===== src/rtl/sm3_feed_pkg.sv =====
// -----------------------------------------------------------------------------
// sm3_feed_pkg
// Shared definitions for the SM3 message feeder: FSM state encoding, default
// word FIFO depth, counter width and the final-beat byte-enable table.
// -----------------------------------------------------------------------------
package sm3_feed_pkg;

    localparam int FIFO_DEPTH_DEF = 8;
    localparam int CNT_W          = 30;

    typedef enum logic [1:0] {
        ST_IDLE = 2'd0,
        ST_RUN  = 2'd1,
        ST_DONE = 2'd2
    } feed_state_t;

    // Byte enables of the final beat, selected by msg_len % 4.
    // Bytes are big-endian, so a partial word fills from bit 31 downward.
    function automatic logic [3:0] last_vld_byte(input logic [1:0] rem);
        logic [3:0] vb;
        case (rem)
            2'd0:    vb = 4'b1111;
            2'd1:    vb = 4'b1000;
            2'd2:    vb = 4'b1100;
            2'd3:    vb = 4'b1110;
            default: vb = 4'b1111;
        endcase
        return vb;
    endfunction

endpackage


===== src/rtl/sm3_sync_fifo.sv =====
// -----------------------------------------------------------------------------
// sm3_sync_fifo
// Single-clock word FIFO with show-ahead head (rd_data is the oldest entry
// whenever empty is low) and a synchronous flush.
// Ports:
//   clk, rst      clock, synchronous active-high reset
//   flush         drop all entries (takes priority over wr_en/rd_en)
//   wr_en/wr_data push a word (ignored while full)
//   rd_en         pop the head (ignored while empty)
//   rd_data       current head word
//   empty, full   occupancy flags
// -----------------------------------------------------------------------------
module sm3_sync_fifo #(
    parameter int DEPTH = 8,
    parameter int WIDTH = 32
) (
    input  logic             clk,
    input  logic             rst,
    input  logic             flush,
    input  logic             wr_en,
    input  logic [WIDTH-1:0] wr_data,
    input  logic             rd_en,
    output logic [WIDTH-1:0] rd_data,
    output logic             empty,
    output logic             full
);

    localparam int AW = $clog2(DEPTH);

    logic [WIDTH-1:0] mem_r [DEPTH];
    logic [AW:0]      wr_ptr_r;
    logic [AW:0]      rd_ptr_r;
    logic             wr_ok_s;
    logic             rd_ok_s;

    // Occupancy flags from pointers carrying one extra wrap bit.
    always_comb begin
        empty   = (wr_ptr_r == rd_ptr_r);
        full    = (wr_ptr_r[AW] != rd_ptr_r[AW]) &&
                  (wr_ptr_r[AW-1:0] == rd_ptr_r[AW-1:0]);
        wr_ok_s = wr_en && !full;
        rd_ok_s = rd_en && !empty;
        rd_data = mem_r[rd_ptr_r[AW-1:0]];
    end

    // Storage array write port.
    always_ff @(posedge clk) begin
        if (wr_ok_s) begin
            mem_r[wr_ptr_r[AW-1:0]] <= wr_data;
        end
    end

    // Read/write pointer update; flush and reset empty the FIFO.
    always_ff @(posedge clk) begin
        if (rst || flush) begin
            wr_ptr_r <= '0;
            rd_ptr_r <= '0;
        end else begin
            if (wr_ok_s) begin
                wr_ptr_r <= wr_ptr_r + {{AW{1'b0}}, 1'b1};
            end
            if (rd_ok_s) begin
                rd_ptr_r <= rd_ptr_r + {{AW{1'b0}}, 1'b1};
            end
        end
    end

endmodule


===== src/rtl/sm3_msg_feeder.sv =====
// -----------------------------------------------------------------------------
// sm3_msg_feeder
// Buffers big-endian message words and streams them as beats to the SM3
// padding stage, marking the final beat and its valid bytes.
// Ports:
//   clk, rst                synchronous active-high reset
//   start, msg_len          begin a message of msg_len bytes
//   abort                   cancel the current message (wins over all)
//   wr_data/wr_vld/wr_rdy   word input handshake
//   msg_inpt_d/_vld_byte/_vld/_lst/_rdy   beat output handshake
//   busy, done              status (done pulses one cycle after last beat)
// -----------------------------------------------------------------------------
module sm3_msg_feeder
    import sm3_feed_pkg::*;
#(
    parameter int FIFO_DEPTH = FIFO_DEPTH_DEF
) (
    input  logic        clk,
    input  logic        rst,
    input  logic        start,
    input  logic [31:0] msg_len,
    input  logic        abort,
    input  logic [31:0] wr_data,
    input  logic        wr_vld,
    output logic        wr_rdy,
    output logic [31:0] msg_inpt_d,
    output logic [3:0]  msg_inpt_vld_byte,
    output logic        msg_inpt_vld,
    output logic        msg_inpt_lst,
    input  logic        msg_inpt_rdy,
    output logic        busy,
    output logic        done
);

    feed_state_t      state_r;
    feed_state_t      state_nxt_s;
    logic [CNT_W-1:0] last_idx_r;   // index of beat N (N-1), avoids storing N itself
    logic [CNT_W-1:0] beat_cnt_r;
    logic [CNT_W-1:0] wr_cnt_r;
    logic             wr_all_r;     // all N words accepted
    logic             empty_msg_r;  // msg_len == 0
    logic [1:0]       rem_r;
    logic [31:0]      msg_len_m1_s;
    logic [31:0]      head_s;
    logic             fifo_empty_s;
    logic             fifo_full_s;
    logic             run_s;
    logic             start_ok_s;
    logic             last_beat_s;
    logic             xfer_s;
    logic             pop_s;
    logic             wr_acc_s;

    sm3_sync_fifo #(
        .DEPTH (FIFO_DEPTH),
        .WIDTH (32)
    ) u_fifo (
        .clk     (clk),
        .rst     (rst),
        .flush   (abort),
        .wr_en   (wr_acc_s),
        .wr_data (wr_data),
        .rd_en   (pop_s),
        .rd_data (head_s),
        .empty   (fifo_empty_s),
        .full    (fifo_full_s)
    );

    // Handshakes and beat outputs; abort masks everything in its own cycle.
    always_comb begin
        run_s        = (state_r == ST_RUN);
        start_ok_s   = start && (state_r == ST_IDLE) && !abort;
        msg_len_m1_s = msg_len - 32'd1;
        last_beat_s  = (beat_cnt_r == last_idx_r);

        wr_rdy       = run_s && !abort && !fifo_full_s && !wr_all_r && !empty_msg_r;
        msg_inpt_vld = run_s && !abort && (empty_msg_r || !fifo_empty_s);
        msg_inpt_lst = msg_inpt_vld && last_beat_s;

        if (!msg_inpt_vld) begin
            msg_inpt_vld_byte = 4'b0000;
        end else if (!last_beat_s) begin
            msg_inpt_vld_byte = 4'b1111;
        end else if (empty_msg_r) begin
            msg_inpt_vld_byte = 4'b0000;
        end else begin
            msg_inpt_vld_byte = last_vld_byte(rem_r);
        end

        if (msg_inpt_vld && !empty_msg_r) begin
            msg_inpt_d = head_s;
        end else begin
            msg_inpt_d = 32'h0000_0000;
        end

        xfer_s   = msg_inpt_vld && msg_inpt_rdy;
        pop_s    = xfer_s && !empty_msg_r;
        wr_acc_s = wr_vld && wr_rdy;
        busy     = (state_r != ST_IDLE) && !abort;
        done     = (state_r == ST_DONE) && !abort;
    end

    // Next-state logic.
    always_comb begin
        state_nxt_s = state_r;
        if (abort) begin
            state_nxt_s = ST_IDLE;
        end else begin
            case (state_r)
                ST_IDLE: begin
                    if (start_ok_s) begin
                        state_nxt_s = ST_RUN;
                    end else begin
                        state_nxt_s = ST_IDLE;
                    end
                end
                ST_RUN: begin
                    if (xfer_s && last_beat_s) begin
                        state_nxt_s = ST_DONE;
                    end else begin
                        state_nxt_s = ST_RUN;
                    end
                end
                ST_DONE: state_nxt_s = ST_IDLE;
                default: state_nxt_s = ST_IDLE;
            endcase
        end
    end

    // State register.
    always_ff @(posedge clk) begin
        if (rst) begin
            state_r <= ST_IDLE;
        end else begin
            state_r <= state_nxt_s;
        end
    end

    // Message length capture plus word and beat counters.
    always_ff @(posedge clk) begin
        if (rst || abort) begin
            last_idx_r  <= '0;
            beat_cnt_r  <= '0;
            wr_cnt_r    <= '0;
            wr_all_r    <= 1'b0;
            empty_msg_r <= 1'b0;
            rem_r       <= 2'd0;
        end else if (start_ok_s) begin
            last_idx_r  <= (msg_len == 32'd0) ? {CNT_W{1'b0}} : msg_len_m1_s[31:2];
            beat_cnt_r  <= '0;
            wr_cnt_r    <= '0;
            wr_all_r    <= 1'b0;
            empty_msg_r <= (msg_len == 32'd0);
            rem_r       <= msg_len[1:0];
        end else begin
            // Word counter stops at the last index; a flag marks completion
            // so the counter never has to represent N itself.
            if (wr_acc_s) begin
                if (wr_cnt_r == last_idx_r) begin
                    wr_all_r <= 1'b1;
                end else begin
                    wr_cnt_r <= wr_cnt_r + {{(CNT_W-1){1'b0}}, 1'b1};
                end
            end
            if (xfer_s && !last_beat_s) begin
                beat_cnt_r <= beat_cnt_r + {{(CNT_W-1){1'b0}}, 1'b1};
            end
        end
    end

endmodule


===== config.mk =====
export PLATFORM = sky130hd
export DESIGN_NAME = sm3_msg_feeder
export DESIGN_NICKNAME = d
export VERILOG_FILES = /design/src/rtl/sm3_feed_pkg.sv /design/src/rtl/sm3_sync_fifo.sv /design/src/rtl/sm3_msg_feeder.sv
export SDC_FILE = /design/constraint.sdc
export NUM_CORES = 1
export LEC_CHECK = 0
export CAP_MARGIN = 20
export CELL_PAD_IN_SITES_DETAIL_PLACEMENT = 0
export CELL_PAD_IN_SITES_GLOBAL_PLACEMENT = 1
export CORE_MARGIN = 2
export CORE_UTILIZATION = 25
export CTS_CLUSTER_DIAMETER = 30
export DETAILED_ROUTE_END_ITERATION = 7
export MAX_ROUTING_LAYER = met4
export PLACE_DENSITY_LB_ADDON = 0.1
export SLEW_MARGIN = 10
export SYNTH_ARGS = -nofsm -noshare
export SYNTH_HDL_FRONTEND = slang
export SYNTH_SLANG_ARGS = --single-unit

===== constraint.sdc =====
create_clock -name clk -period 17.6 [get_ports clk]
set_clock_uncertainty 0.15 [all_clocks]
set_input_delay 5.28 -clock clk [delete_from_list [all_inputs] [get_ports clk]]
set_output_delay 5.28 -clock clk [all_outputs]
set_load 0.03 [all_outputs]

=== Word-level counts from Yosys, hierarchy flattened ===
Memory sizes are Yosys's and may differ from the RTL's. A register that Yosys moved wholly into a read port is not among the register bits.
Index checks and enable logic that the tools add are counted.

* Input bits: 70
* Register bits after elaboration: 104
* Memory bits (writable): 256
* Latch bits: 0
* ROM bits: 0
* Memories kept: 1

{| class="wikitable"
|+ Memories
! memory !! words !! width !! read ports !! clocked after memory_dff !! wr ports !! RTL line !! text
|-
| u_fifo.mem_r || 8 || 32 || 1 || 1 || 1 || sm3_sync_fifo.sv:30 || <nowiki>logic [WIDTH-1:0] mem_r [DEPTH];</nowiki>
|}

* Divide/modulo/power cells: 0
* Add/sub/neg operators: 5
* Mux-type cells: 13
* Multipliers: 0
* Bitwise operators: 1
* Equality and inequality tests: 10
* $lt $le $gt $ge: 0
* Shifts and indexed selects: 0
* Reductions and logical operators: 35

{| class="wikitable"
|+ Operator list
! cell !! number
|-
| 30-bit by 1-bit adder with 30-bit output, second input constant || 2
|-
| 30-bit equality test || 2
|-
| 32-bit logical NOT || 1
|-
| 32-bit 2-to-1 mux || 1
|-
| 32-bit by 1-bit subtractor with 32-bit output, second input constant || 1
|-
| 30-bit 2-to-1 mux || 1
|-
| 1-bit logical AND || 19
|-
| 4-bit one-hot mux with 4 select lines || 1
|-
| 4-bit 2-to-1 mux || 3
|-
| 4-bit by 1-bit adder with 4-bit output, second input constant || 2
|-
| 2-bit equality test, second input constant || 3
|-
| 1-bit logical NOT || 6
|-
| 3-bit 2-to-1 mux || 2
|-
| 2-bit by 1-bit equality test with 1-bit output, second input constant || 2
|-
| 4-bit equality test || 1
|-
| 2-bit logical NOT || 2
|-
| 2-bit one-hot mux with 2 select lines || 1
|-
| 2-bit AND reduction || 2
|-
| 2-bit OR reduction || 2
|-
| 3-bit equality test || 1
|-
| 1-bit 2-to-1 mux || 3
|-
| 1-bit logical OR || 2
|-
| 2-bit 2-to-1 mux || 1
|-
| 2-bit nonzero test || 1
|-
| other kinds (2) || 2
|}

=== Logic depth before layout (Yosys ltp) ===
* Depth after elaboration: 10
* Mapped depth: 10

=== By module ===
A second synthesis with hierarchy kept.

* Cells, all modules: 1159
* Area total of the unflattened synthesis: 16196.8 um^2

{| class="wikitable"
|+ By module, submodules not included
! module !! area each (um^2) !! cells an instance !! times used !! seq. area each (um^2)
|-
| sm3_sync_fifo || 10532.6 || 456 || 1 || 7907.6
|-
| sm3_msg_feeder || 5664.2 || 703 || 1 || 1921.8
|}

=== Worst setup path before layout ===
OpenSTA, ideal clock, no wires.

* Kind: input to output
* Start: input abort
* End: output msg_inpt_d[10]
* Path buffers: 2
* Arrival time: 6561 ps
* Data required time: 12170 ps
* Cell stages on the path: 5
* Path slack: 5609 ps
* Path through: clkbuf_1 > nor4b_4 > nand2_1 > buf_1 > nor2_1

* Longest elaborated chain between the ends: 5

{| class="wikitable"
|+ Ends and longest elaborated chain
! what !! RTL line !! text
|-
| start: declaration || sm3_msg_feeder.sv:22 || <nowiki>input logic abort,</nowiki>
|-
| 1-bit logical NOT || sm3_msg_feeder.sv:77 || <nowiki>msg_inpt_vld = run_s && !abort && (empty_msg_r || !fifo_empty_s);</nowiki>
|-
| 1-bit logical AND (2 in series) || sm3_msg_feeder.sv:77 ||
|-
| 1-bit logical AND || sm3_msg_feeder.sv:90 || <nowiki>if (msg_inpt_vld && !empty_msg_r) begin</nowiki>
|-
| 32-bit 2-to-1 mux || sm3_msg_feeder.sv:90 ||
|-
| end: declaration || sm3_msg_feeder.sv:26 || <nowiki>output logic [31:0] msg_inpt_d,</nowiki>
|}

No other way between the ends.

=== Final worst setup path ===
* Start: input abort
* End: output msg_inpt_d[7]

Same word-level chain as after synthesis.

==> summary.md <==
• 99 — number of buffers created by CTS
• 12170 ps — data required time of the critical path
• 32 — highest fanout seen on the critical path
• 74.79 MHz — highest achievable clock rate
• 111 — num ports
• 797.2 ps — worst slew pin tran
• 0 — max cap viols
• built — TritonCTS clock tree
• 640 ps — clock latency reported for the late side of the worst-skew pair
• 0 — Post-route DRC
• 128.9 nW/µm² — total power density per cell area
• 0 — number of instances resized during post-cts repair
• 256 — Post-synth EDFFs
• 62740 µm² — Std-Cell Core Area
• 0 — Hold Violations, Final
• completed — result of the run
• 0.4685 — relative slew slack
• 34.69% — relative area change from synthesis to final layout
• 0 — hold-fix buffer count after cts
• 0 — Yosys warnings
• input port to output port — crit path kind
• 57 — Yosys cell types
• 13.59 µm² — Avg Synthesized Cell Area
• input port — Startpoint Class
• false — RSZ-0062 raised after global routing
• 4.560 — per-cell via count in the routed design
• sky130_fd_sc_hd__clkdlybuf4s50_1 — Crit path top cell by count
• 54 — pin count of the biggest net entering global routing
• 0.6223 — sequential area share after synthesis
• sky130_fd_sc_hd__edfxtp_1 — Post-synth top flop
• 0 — diode count
• 5712 µm² — combined area of the multi-input logic cells
• 27800 µm — DPL Wire Length
• 10270 — vias post-DR
• flop to flop — path type of the worst min-delay path
• 6 — worst reg2reg path depth
• 1406 — NumNets Final
• 0 — share of synthesized flip-flops with an asynchronous set or reset
• 69040 µm — first-pass GRT wire length
• 10830 — vias in the first global route
• 0.1446 — gr usage total
• 20.03 µm — routed wirelength normalized by instance count
• 13370 ps — Period minus WS final
• 0 — number of antenna violations at the first check in global routing
• 67.48 µV — maximum vdd drop
• 0 ps — Setup TNS Final
• sky130_fd_sc_hd__clkbuf_16 — root buffer cell
• 0 — DRT antenna net count
• 0 — # setup viols final
• 1238 — number of nets in the synthesized netlist
• 363 — flops & latches, synth
• 3 — depth of the CTS H-tree
• 40 ps — clock-pin slew reported for the worst setup and hold paths after clock tree synthesis
• 255.4 µm — floorplan die height
• 6145 — number of fill cells
• sky130_fd_sc_hd__edfxtp_1 49%, sky130_fd_sc_hd__dfxtp_1 14%, sky130_fd_sc_hd__mux4_2 9.1% — main area contributors after synthesis
• 21270 µm² — Layout Cell Area excl Fill
• 255.4 µm — Die W
• 92 — row cnt
• 110 — count of buffers inserted at the top-level ports
• 0.4867 — area fraction of the dominant cell type after synthesis
• 700 ps — critical path's largest stage delay
• 3 — maximum number of buffers from clock root to sink
• 2 — Hold Path Stages
• 0.7235 — final RePlAce weighted congestion
• 5 — total iterations of the first detailed-routing run
• sky130_fd_sc_hd__edfxtp_1 — post-synth top area cell
• clkdlybuf4s50_1 -> nor4b_4 -> nand2_2 -> nor2_1 -> clkdlybuf4s50_1 — cell-by-cell listing of the critical path
• output port — kind of end point of the critical path
• 0 — GRT Residual Overflow
• 14480 ps — reg2reg setup slack
• 0 — max-slew violation count
• sky130_fd_sc_hd__clkdlybuf4s50_1 — Critical-path top delay cell
• 7940 ps — signal arrival time at the worst endpoint
• 9836 µm² — sequential cell area in the final layout
• 65210 µm² — area enclosed by the die boundary
• 15800 µm² — summed instance area of the synthesized netlist
• 45080 µm — Total Wirelength
• 6.847 nW — leakage power of the design
• 0 — Post-CTS Repair Setup Buffers
• 0.7597 — final critical-path share of the clock period
• 17910 µm² — Post-DP Area
• 0.2518 — Initial Util
• 0.1886 — share of final-layout standard cells stronger than drive strength 1
• 499 — Starting DRT DRC Count
• 1162 — number of instances in the synthesized netlist
• 363 — CTS Sinks
==> cell type report <==
cell class                      instances  share of cell area
Multi-Input combinational cell        724              0.2685
Clock inverter                         46             0.02852
Clock buffer                          130              0.1285
Tap cell                              846             0.04976
Timing Repair Buffer                  133             0.06081
Inverter                                9            0.001588
Sequential cell                       363              0.4623
==> sequential cells by signal, summed over array words and instances, names as in the netlist, named ones only <==
register         flops
empty_msg_r          1
wr_cnt_r            30
beat_cnt_r          30
u_fifo.rd_ptr_r      4
state_r              2
rem_r                2
u_fifo.wr_ptr_r      4
u_fifo.mem_r       256
last_idx_r          30
wr_all_r             1
==> cells in the final DEF, fill, tap and decap left out, types with 11 or more instances in the layout <==
master	n
sky130_fd_sc_hd__nand4_1	30
sky130_fd_sc_hd__nor2_1	78
sky130_fd_sc_hd__or3_1	29
sky130_fd_sc_hd__a21oi_1	43
sky130_fd_sc_hd__nand2_1	80
sky130_fd_sc_hd__mux4_2	64
sky130_fd_sc_hd__or4_1	26
sky130_fd_sc_hd__xnor2_1	52
sky130_fd_sc_hd__clkinv_2	18
sky130_fd_sc_hd__o31ai_1	11
sky130_fd_sc_hd__nor3_1	16
sky130_fd_sc_hd__clkbuf_16	99
sky130_fd_sc_hd__clkbuf_1	17
sky130_fd_sc_hd__buf_4	22
sky130_fd_sc_hd__mux2i_1	40
sky130_fd_sc_hd__xor2_1	43
sky130_fd_sc_hd__edfxtp_1	256
sky130_fd_sc_hd__o21ai_0	49
sky130_fd_sc_hd__nor4_1	21
sky130_fd_sc_hd__o211ai_1	11
sky130_fd_sc_hd__dfxtp_1	104
sky130_fd_sc_hd__clkbuf_8	14
sky130_fd_sc_hd__nand3_1	28
sky130_fd_sc_hd__clkdlybuf4s50_1	110
==> through the flow <==
stage	std cells	utilization	hold WS, ps	setup slack, ps	total power, mW
floorplan	1162	-	286.3	5609	0.9651
global placement	2073	0.2853	323.5	4272	1.006
detailed placement	2074	0.2854	327.2	4110	1.006
CTS	2250	0.3387	346.1	4105	2.781
global route	2251	0.3391	378.9	3996	2.839
finish	2251	0.3391	343.0	4229	2.742
==> routing by layer <==
| metal | track usage | wire [µm] | vias to the layer above |
|---|---|---|---|
| li1 | - | - | 4852 |
| met1 | 0.1926 | 21490 | 5142 |
| met2 | 0.2182 | 20880 | 204 |
| met3 | 0.03046 | 1785 | 67 |
| met4 | 0.04967 | 920 | 0 |
| met5 | - | 0 | - |
==> cells by family (layout without fill, tap and decap cells) <==
family,after synthesis,count (layout),share of synthesized area
AND/OR/NAND/NOR,372,372,0.1275
flip-flops,363,363,0.6223
AO/OA/AOI/OAI,147,147,0.05632
multiplexers,104,104,0.1166
XOR/XNOR,95,95,0.05268
buffers and inverters,75,318,0.01988
adder cells (fa/ha/maj),6,6,0.004753
==> critical path, delay by kind of cell <==
family | cells | cell delay, ps
buffers and inverters | 2 | 1390
and+or+nand+nor | 3 | 1210
==> cell usage after synthesis, types with 3 or more instances <==
| cell type | instances |
|---|---|
| sky130_fd_sc_hd__a211oi_1 | 7 |
| sky130_fd_sc_hd__a21oi_1 | 44 |
| sky130_fd_sc_hd__and2_1 | 7 |
| sky130_fd_sc_hd__and3_1 | 9 |
| sky130_fd_sc_hd__and4_1 | 7 |
| sky130_fd_sc_hd__buf_1 | 15 |
| sky130_fd_sc_hd__buf_2 | 11 |
| sky130_fd_sc_hd__clkbuf_1 | 37 |
| sky130_fd_sc_hd__dfxtp_1 | 107 |
| sky130_fd_sc_hd__edfxtp_1 | 256 |
| sky130_fd_sc_hd__ha_1 | 6 |
| sky130_fd_sc_hd__inv_1 | 9 |
| sky130_fd_sc_hd__mux2i_1 | 40 |
| sky130_fd_sc_hd__mux4_2 | 64 |
| sky130_fd_sc_hd__nand2_1 | 81 |
| sky130_fd_sc_hd__nand2b_1 | 9 |
| sky130_fd_sc_hd__nand3_1 | 28 |
| sky130_fd_sc_hd__nand4_1 | 30 |
| sky130_fd_sc_hd__nor2_1 | 79 |
| sky130_fd_sc_hd__nor2b_1 | 3 |
| sky130_fd_sc_hd__nor3_1 | 18 |
| sky130_fd_sc_hd__nor3b_1 | 4 |
| sky130_fd_sc_hd__nor4_1 | 22 |
| sky130_fd_sc_hd__o211ai_1 | 11 |
| sky130_fd_sc_hd__o21a_1 | 4 |
| sky130_fd_sc_hd__o21ai_0 | 49 |
| sky130_fd_sc_hd__o21ai_1 | 5 |
| sky130_fd_sc_hd__o31ai_1 | 11 |
| sky130_fd_sc_hd__o41ai_1 | 4 |
| sky130_fd_sc_hd__or2_2 | 3 |
| sky130_fd_sc_hd__or3_1 | 29 |
| sky130_fd_sc_hd__or4_1 | 26 |
| sky130_fd_sc_hd__or4b_1 | 3 |
| sky130_fd_sc_hd__xnor2_1 | 52 |
| sky130_fd_sc_hd__xor2_1 | 43 |
==> path summary, 6_finish.rpt <==
path,start,to
hold / removal,wr_all_r$_SDFFE_PP0P_,wr_all_r$_SDFFE_PP0P_
hold reg to reg,wr_all_r$_SDFFE_PP0P_,wr_all_r$_SDFFE_PP0P_
setup / recovery,abort,msg_inpt_d[7]
setup reg to reg,empty_msg_r$_SDFFE_PP0P_,wr_cnt_r[29]$_SDFFE_PP0P_
==> power by group <==
part           switching (mW)  total (mW)  internal (mW)
clock network           0.526        1.75           1.23
logic                  0.0423      0.0682         0.0259
registers             0.00334       0.923          0.919
total                   0.572        2.74           2.17
Note: power is estimated with default switching activity, not from simulation.
